File: src/rtl/uart_tx_packetizer.sv
// uart_tx_packetizer: buffers {channel, 16-bit value} samples and frames each one as a paced byte packet for a flag-less UART.
// Define UART_PKT_CHECKSUM_EN to append an XOR checksum byte (5-byte packets instead of 4).
module uart_tx_packetizer #(
  parameter int CLOCK    = 50000000,
  parameter int BAUD     = 9600,
  parameter int GAP_BITS = 12,
  parameter int DEPTH    = 8,
  parameter int CHAN_W   = 4
) (
  input  logic                     clk,
  input  logic                     rst,
  input  logic                     s_valid,
  output logic                     s_ready,
  input  logic [CHAN_W-1:0]        s_chan,
  input  logic [15:0]              s_data,
  output logic [7:0]               tx_data,
  output logic                     tx_new_data,
  output logic                     busy,
  output logic [$clog2(DEPTH):0]   fifo_level
);

  localparam int GAP     = (CLOCK / BAUD) * GAP_BITS;
  localparam int GAP_W   = (GAP > 1) ? $clog2(GAP) : 1;
  localparam int PTR_W   = $clog2(DEPTH);
  localparam int LVL_W   = PTR_W + 1;
  localparam int ENTRY_W = CHAN_W + 16;
`ifdef UART_PKT_CHECKSUM_EN
  localparam logic [2:0] LAST_IDX = 3'd4;
`else
  localparam logic [2:0] LAST_IDX = 3'd3;
`endif

  typedef enum logic [1:0] {ST_IDLE, ST_LOAD, ST_SEND, ST_GAP} state_t;

  state_t               state_q;
  logic [2:0]           idx_q;
  logic [GAP_W-1:0]     gap_q;
  logic [ENTRY_W-1:0]   pkt_q;
  logic [7:0]           tx_data_q;
  logic                 tx_new_q;

  logic [ENTRY_W-1:0]   mem_q [DEPTH];
  logic [PTR_W-1:0]     wr_ptr_q, wr_ptr_d;
  logic [PTR_W-1:0]     rd_ptr_q, rd_ptr_d;
  logic [LVL_W-1:0]     level_q, level_d;
  logic                 push, pop;
  logic [7:0]           chan_byte, cur_byte;

  // A full FIFO refuses a push even when the head is popped in the same cycle.
  assign s_ready = (level_q != LVL_W'(DEPTH));
  assign push    = s_valid && s_ready;
  assign pop     = (state_q == ST_LOAD);

  // NOTE: every signal written in always_comb gets a default first, so no latch is inferred.
  always_comb begin
    wr_ptr_d = wr_ptr_q;
    rd_ptr_d = rd_ptr_q;
    if (push) wr_ptr_d = wr_ptr_q + PTR_W'(1);
    if (pop)  rd_ptr_d = rd_ptr_q + PTR_W'(1);
    level_d = level_q + LVL_W'(push) - LVL_W'(pop);
  end

  // NOTE: sample storage is not reset; the pointers and level alone define what is valid.
  always_ff @(posedge clk) begin
    if (push) mem_q[wr_ptr_q] <= {s_chan, s_data};
  end

  always_ff @(posedge clk) begin
    if (!rst) begin
      wr_ptr_q <= '0;
      rd_ptr_q <= '0;
      level_q  <= '0;
    end else begin
      wr_ptr_q <= wr_ptr_d;
      rd_ptr_q <= rd_ptr_d;
      level_q  <= level_d;
    end
  end

  assign chan_byte = 8'(pkt_q[ENTRY_W-1 -: CHAN_W]);

  always_comb begin
    cur_byte = 8'hA5;
    case (idx_q)
      3'd1:    cur_byte = chan_byte;
      3'd2:    cur_byte = pkt_q[15:8];
      3'd3:    cur_byte = pkt_q[7:0];
`ifdef UART_PKT_CHECKSUM_EN
      3'd4:    cur_byte = chan_byte ^ pkt_q[15:8] ^ pkt_q[7:0];
`endif
      default: cur_byte = 8'hA5;
    endcase
  end

  // NOTE: non-blocking assignments make every register update from pre-edge values.
  always_ff @(posedge clk) begin
    if (!rst) begin
      state_q   <= ST_IDLE;
      idx_q     <= '0;
      gap_q     <= '0;
      pkt_q     <= '0;
      tx_data_q <= 8'h00;
      tx_new_q  <= 1'b0;
    end else begin
      tx_new_q <= 1'b0;
      case (state_q)
        ST_IDLE: begin
          if (level_q != '0) state_q <= ST_LOAD;
        end
        ST_LOAD: begin
          pkt_q   <= mem_q[rd_ptr_q];
          idx_q   <= '0;
          state_q <= ST_SEND;
        end
        ST_SEND: begin
          tx_data_q <= cur_byte;
          tx_new_q  <= 1'b1;
          gap_q     <= GAP_W'(GAP - 1);
          state_q   <= ST_GAP;
        end
        ST_GAP: begin
          // Pulse-to-pulse spacing is SEND (1) + GAP cycles; LOAD adds one between packets.
          if (gap_q != '0) begin
            gap_q <= gap_q - GAP_W'(1);
          end else if (idx_q != LAST_IDX) begin
            idx_q   <= idx_q + 3'd1;
            state_q <= ST_SEND;
          end else if (level_q != '0) begin
            state_q <= ST_LOAD;
          end else begin
            state_q <= ST_IDLE;
          end
        end
        default: state_q <= ST_IDLE;
      endcase
    end
  end

  assign tx_data     = tx_data_q;
  assign tx_new_data = tx_new_q;
  assign busy        = (state_q != ST_IDLE);
  assign fifo_level  = level_q;

endmodule

File: config.mk
export PLATFORM = sky130hd
export DESIGN_NAME = uart_tx_packetizer
export DESIGN_NICKNAME = d
export VERILOG_FILES = /design/src/rtl/uart_tx_packetizer.sv
export SDC_FILE = /design/constraint.sdc
export NUM_CORES = 1
export LEC_CHECK = 0
export CAP_MARGIN = 15
export CORE_UTILIZATION = 35
export DETAILED_ROUTE_END_ITERATION = 10
export PLACE_DENSITY = 0.53
export SYNTH_ARGS = -nofsm -noshare
export SYNTH_HDL_FRONTEND = slang
export SYNTH_SLANG_ARGS = --single-unit
export TNS_END_PERCENT = 5
File: constraint.sdc
create_clock -name clk -period 3.3 [get_ports clk]
set_input_delay 0.495 -clock clk [delete_from_list [all_inputs] [get_ports clk]]
set_output_delay 0.495 -clock clk [all_outputs]
set_load 0.01 [all_outputs]
==> results of run 1 <==
placed cells by master (no fill, tap or decap), drive strengths merged, types with 5 or more instances in the layout:
master	instances
a21oi	39
o21ai	29
ha	13
mux4	40
clkinv	9
nand2b	9
a31oi	5
mux2i	25
nand4	6
clkdlybuf4s50	37
nor2	21
dfxtp	60
a22oi	5
or4	6
edfxtp	160
nand2	18
nand3	10
clkbuf	32
buf	15
nor3	8
inv	13
nor4	7
or3	5
worst paths after layout:
kind	cells past startpoint	start	slack, ns	endpoint
worst max register to register	11	fifo_level[2]$_SDFF_PN0_	0.90	fifo_level[3]$_SDFF_PN0_
worst min register to register	2	tx_data[3]$_SDFFE_PN0P_	0.46	tx_data[3]$_SDFFE_PN0P_
worst max-delay path	4	fifo_level[2]$_SDFF_PN0_	0.70	s_ready
worst min-delay path	2	tx_data[3]$_SDFFE_PN0P_	0.46	tx_data[3]$_SDFFE_PN0P_
registers in the layout, summed over array words and instances (netlist names):
register / count
fifo_level: 4
gap_q: 16
idx_q: 3
mem_q: 160
pkt_q: 20
rd_ptr_q: 3
state_q: 2
tx_data: 8
tx_new_data: 1
wr_ptr_q: 3
through the flow:
| stage | util | total power, W | std cells |
|---|---|---|---|
| finish | 0.421 | 0.00801 | 942 |
| floorplan | - | 0.00500 | 558 |
| global placement | 0.391 | 0.00558 | 900 |
| CTS | 0.421 | 0.00812 | 942 |
| global route | 0.421 | 0.00844 | 942 |
| detailed placement | 0.391 | 0.00564 | 900 |
where the power goes:
group	total [W]	switching, W	internal [W]
sequential	0.00359	0.000300	0.00329
combinational	0.00197	0.00106	0.000905
clock	0.00245	0.00104	0.00141
synthesized netlist by cell type (all sizes together) (3+ instances only):
master / count
o21ai: 29
nand3: 10
or4: 6
nor4: 7
nand2b: 9
and2: 3
ha: 13
clkbuf: 21
xnor2: 3
a31oi: 5
nand4: 6
edfxtp: 160
nor2: 21
or3: 5
nand2: 18
a21oi: 39
mux2i: 25
nor3: 8
dfxtp: 60
mux4: 40
a222oi: 4
a22oi: 5
inv: 12
buf: 12
nor2b: 4
o31ai: 4
routing by layer:
| layer | vias to the layer above | routed length [um] |
|---|---|---|
| li1 | 2291 | - |
| met1 | 2532 | 8330 |
| met2 | 98 | 8730 |
| met3 | 27 | 713 |
| met4 | 0 | 316 |
| met5 | - | 0 |
worst min-delay path: cells and delay by family, from the launching register on:
kind / cells / cell delay [ns]
simple gates: 1 / 0.05
flops: 1 / 0.31
compound gates: 1 / 0.05
cell families after synthesis:
family,synth area share
muxes,0.130
AOI/OAI and AO/OA,0.0681
DFF,0.681
xor gates and xnor gates,0.00496
buffers and inverters,0.0244
and+or+nand+nor,0.0706
adders and majority gates,0.0207
area by class of cell:
| class | instances | area (um2) | share of cell area |
|---|---|---|---|
| clock buffers | 32 | 661 | 0.0640 |
| clock inverters | 10 | 71.3 | 0.00691 |
| inverters | 12 | 45.0 | 0.00436 |
| repair buffers | 52 | 495 | 0.0480 |
| multi-input cells | 292 | 2640 | 0.255 |
| well taps | 324 | 405 | 0.0393 |
| flip-flops and latches | 220 | 6010 | 0.582 |
==> results.sh, run 1 <==
export IMPL_status="complete, no violations"
export IMPL_min_period_ns=2.60
export IMPL_grt_pass1_vias=5079
export IMPL_avgSynthCellArea_um2=15.8
export IMPL_cts_buffer_depth=3
export IMPL_grt_overflow=0
export IMPL_yosysSeqAreaShare=0.681
export IMPL_firstDrtPassIters=5
export IMPL_cts_tree="built"
export IMPL_async_flop_share=0
export IMPL_ioPinCount=38
export IMPL_grt_max_degree=44
export IMPL_yosysWarningCount=0
export IMPL_cap_violations=0
export IMPL_finalSetupViolCount=0
export IMPL_synth_fp_nets=595
export IMPL_fin_area_um2=10300
export IMPL_layout_setup_ws_ns=0.701
export IMPL_preCtsSetupSlack_ns=0.896
export IMPL_hold_path_class="reg2reg"
export IMPL_track_usage=0.144
export IMPL_netlist_area_um2=8820
export IMPL_hpwl_um=11100
export IMPL_gp_congestion=0.796
export IMPL_ys_ff_latch=220
export IMPL_max_vdd_ir_drop_v=0.000476
export IMPL_drv_slew=0
export IMPL_critPathMaxFanout=5
export IMPL_dieArea_um2=25800
export IMPL_final_hold_violation_count=0
export IMPL_final_fill_count=2232
export IMPL_viasPerCell=5.25
export IMPL_cts_root_buffer="clkbuf_16"
export IMPL_crit_path_start_kind="flop"
export IMPL_tightest_slew_ns=0.677
export IMPL_first_iter_violations=277
export IMPL_clock_latency_ns=0.53
export IMPL_synth_area_top_cells="edfxtp_1, dfxtp_1, mux4_2"
export IMPL_synth_edf_count=160
export IMPL_grt_met3_usage=0.0245
export IMPL_path_delay_family="buffers and inverters"
export IMPL_use_met2=0.244
export IMPL_drive_gt1_frac=0.170
export IMPL_synth_ff_type="edfxtp_1"
export IMPL_yosysTopAreaCellShare=0.545
export IMPL_cts_num_sinks=220
export IMPL_crit_required_ns=2.80
export IMPL_cp_arrival_ns=2.10
export IMPL_synth_cell_type_count=52
export IMPL_clk_pin_slew_ns=0.06
export IMPL_synth_top_area_cell="edfxtp_1"
export IMPL_use_met1=0.193
export IMPL_finalClockSkew_ns=0.0238
export IMPL_postCtsHoldBufs=0
export IMPL_hold_ws_ns=0.456
export IMPL_fmax_ghz=0.385
export IMPL_antenna_found_initial=0
export IMPL_drt_total_wl_um=18100
export IMPL_ant_nets=0
export IMPL_slew_headroom=0.548
export IMPL_cts_repair_resized=0
export IMPL_die_w_um=161
export IMPL_setup_tns_ns=0
export IMPL_cts_buffers=24
export IMPL_dpl_cell_area_um2=9590
export IMPL_grt_busiest_layer="met2"
export IMPL_grt_pass1_wl_um=28800
export IMPL_wl_per_cell_um=19.2
export IMPL_rsz0062_at_grt="no"
export IMPL_initial_utilization=0.360
export IMPL_path_class="reg2out"
export IMPL_cpPeakStageDelay_ns=0.52
export IMPL_cts_setup_buffers=0
export IMPL_die_h_um=161
export IMPL_p_per_area_nw_per_um2=776
export IMPL_rows=57
export IMPL_vias=4948
export IMPL_crit_path_end_kind="output pin"
export IMPL_drc_errors=0
export IMPL_io_buffers=37
export IMPL_finalCritPeriodShare=0.788
export IMPL_path_cells="inv_1, ha_1, or3b_2, clkdlybuf4s50_1"
export IMPL_crit_slowest_cell="clkdlybuf4s50_1"
export IMPL_htree_levels=1
export IMPL_area_delta_synth_final_pct=17.0
export IMPL_synthCells=558
export IMPL_leakagePower_nw=3.28
export IMPL_cp_num_buf_inv=2
export IMPL_antennaDiodeCount=0
export IMPL_nets=639
export IMPL_coreArea_um2=24500
Power figures use the tool's default switching activity.
==> run 2: changes to the inputs <==
- PLACE_DENSITY: 0.53 -> 0.55
- clock period: 3.3 -> 2.3 ns (I/O delays scaled with it)
==> results.sh, run 2 (synthesis gave the netlist of run 1 again) <==
export IMPL_crit_path_end_kind="output pin"
export IMPL_final_hold_violation_count=0
export IMPL_antenna_found_initial=0
export IMPL_die_w_um=161
export IMPL_coreArea_um2=24500
export IMPL_viasPerCell=5.22
export IMPL_path_class="reg2out"
export IMPL_finalClockSkew_ns=0.00863
export IMPL_clk_pin_slew_ns=0.06
export IMPL_area_delta_synth_final_pct=20.1
export IMPL_mostFrequentLayoutCells="edfxtp_1, dfxtp_1, mux4_2"
export IMPL_grt_max_degree=44
export IMPL_rows=57
export IMPL_cts_num_sinks=220
export IMPL_io_buffers=37
export IMPL_vias=4986
export IMPL_p_per_area_nw_per_um2=1120
export IMPL_postCtsHoldBufs=0
export IMPL_dp_cells=914
export IMPL_ioPinCount=38
export IMPL_min_period_ns=2.21
export IMPL_crit_path_start_kind="flop"
export IMPL_fin_area_um2=10600
export IMPL_nets=652
export IMPL_layout_commonest_cell="edfxtp_1"
export IMPL_max_vdd_ir_drop_v=0.000650
export IMPL_wl_per_cell_um=19.2
export IMPL_gp_congestion=0.846
export IMPL_cp_arrival_ns=1.87
export IMPL_drv_slew=0
export IMPL_grt_pass1_vias=5163
export IMPL_fmax_ghz=0.452
export IMPL_finalCritPeriodShare=0.961
export IMPL_reg2reg_to="fifo_level[1]$_SDFF_PN0_"
export IMPL_initial_utilization=0.360
export IMPL_dieArea_um2=25800
export IMPL_critPathCapture="s_ready"
export IMPL_cell_internal_pwr_w=0.00840
export IMPL_antennaDiodeCount=0
export IMPL_cts_buffer_depth=3
export IMPL_grt_overflow=0
export IMPL_slew_headroom=0.500
export IMPL_cts_buffers=23
export IMPL_timing_rr_start="fifo_level[2]$_SDFF_PN0_"
export IMPL_hpwl_um=11000
export IMPL_cts_setup_buffers=0
export IMPL_final_fill_count=2230
export IMPL_layout_cells_non_filler=956
export IMPL_layout_setup_ws_ns=0.0896
export IMPL_drt_total_wl_um=18300
export IMPL_top_register="mem_q"
export IMPL_cap_violations=0
export IMPL_fin_util=0.432
export IMPL_die_h_um=161
export IMPL_crit_required_ns=1.96
export IMPL_drc_errors=0
export IMPL_cp_startpoint="fifo_level[2]$_SDFF_PN0_"
export IMPL_reg_top3="mem_q (160), pkt_q (20), gap_q (16)"
export IMPL_track_usage=0.146
export IMPL_p_sw_w=0.00343
export IMPL_firstDrtPassIters=4
export IMPL_cts_root_buffer="clkbuf_16"
export IMPL_drive_gt1_frac=0.201
export IMPL_critPathMaxFanout=4
export IMPL_dpl_cell_area_um2=9810
export IMPL_first_iter_violations=289
export IMPL_clockPowerShare=0.316
export IMPL_netSwitchingFraction=0.290
export IMPL_rsz0062_at_grt="no"
export IMPL_htree_levels=1
export IMPL_hold_ws_ns=0.486
export IMPL_preCtsSetupSlack_ns=-0.00849
export IMPL_rrSetupSlack_ns=0.11
export IMPL_finalSetupViolCount=0
export IMPL_rr_worst_depth=9
export IMPL_tightest_slew_ns=0.748
export IMPL_cts_tree="built"
export IMPL_largest_reg_flops=160
export IMPL_leakagePower_nw=3.40
export IMPL_comb_power_share=0.256
export IMPL_clock_latency_ns=0.52
export IMPL_grt_pass1_wl_um=29200
export IMPL_ant_nets=0
export IMPL_p_seq_frac=0.428
export IMPL_status="complete, no violations"
export IMPL_hold_path_class="reg2reg"
[run 2: cell count changes in the layout (fill, tap and decap cells not counted), sizes merged]
cell and change:
clkbuf +1, clkinvlp +1, buf +14, dlygate4sd2 +1
clkdlybuf4s50 -1, bufinv +2, clkinv -4
[run 2: worst max-delay path, stage by stage (launching register included)]
cell           delay (ns)
dfxtp_1              0.32
inv_2                0.07
ha_1                 0.14
or3b_4               0.38
buf_4                0.15
dlygate4sd2_1        0.28
[run 2: timing repair]
action,4_1_cts,5_1_grt
gates cloned,0,0
resized for setup,3,3
setup endpoints to repair,3,2
[run 2: final cells by class]
type	instances	area, um2	area share
sequential	220	6010	0.567
multi-input combinational	292	2650	0.250
inverter	12	45.0	0.00425
clock buffer	33	663	0.0626
clock inverter	9	110	0.0104
tap	324	405	0.0382
timing repair buffer	66	712	0.0672
[run 2: power by group through the flow]
| stage | registers [W] | clock network, W | logic, W |
|---|---|---|---|
| after floorplan | 0.00504 | 0 | 0.00214 |
| after global placement | 0.00511 | 0 | 0.00299 |
| after detailed placement | 0.00513 | 0 | 0.00304 |
| after CTS | 0.00506 | 0.00383 | 0.00305 |
| after global routing | 0.00512 | 0.00397 | 0.00338 |
| final | 0.00506 | 0.00374 | 0.00303 |
[run 2: worst min-delay path by stage]
stage / endpoint / depth (start not counted) / startpoint / slack (ns)
floorplan: mem_q[0][0]$_DFFE_PP_ / 0 / s_data[0] / 0.44
global placement: tx_data[1]$_SDFFE_PN0P_ / 2 / tx_data[1]$_SDFFE_PN0P_ / 0.48
detailed placement: tx_data[1]$_SDFFE_PN0P_ / 2 / tx_data[1]$_SDFFE_PN0P_ / 0.49
CTS: tx_data[1]$_SDFFE_PN0P_ / 2 / tx_data[1]$_SDFFE_PN0P_ / 0.50
global route: wr_ptr_q[0]$_SDFFE_PN0P_ / 2 / wr_ptr_q[0]$_SDFFE_PN0P_ / 0.52
finish: tx_data[1]$_SDFFE_PN0P_ / 2 / tx_data[1]$_SDFFE_PN0P_ / 0.49
[run 2: layer usage]
metal | up-vias | global-route usage | wire length, um
met4 | 0 | 0.0450 | 474
li1 | 2327 | - | -
met3 | 34 | 0.0232 | 694
met2 | 95 | 0.253 | 9200
met5 | - | 0 | 0
met1 | 2530 | 0.188 | 7960
[run 2: stage by stage]
step / power, W / TNS, ns
floorplan: 0.00718 / -11.87
global placement: 0.00810 / 0
detailed placement: 0.00817 / -0.00849
CTS: 0.0119 / 0
global route: 0.0125 / 0
finish: 0.0118 / 0
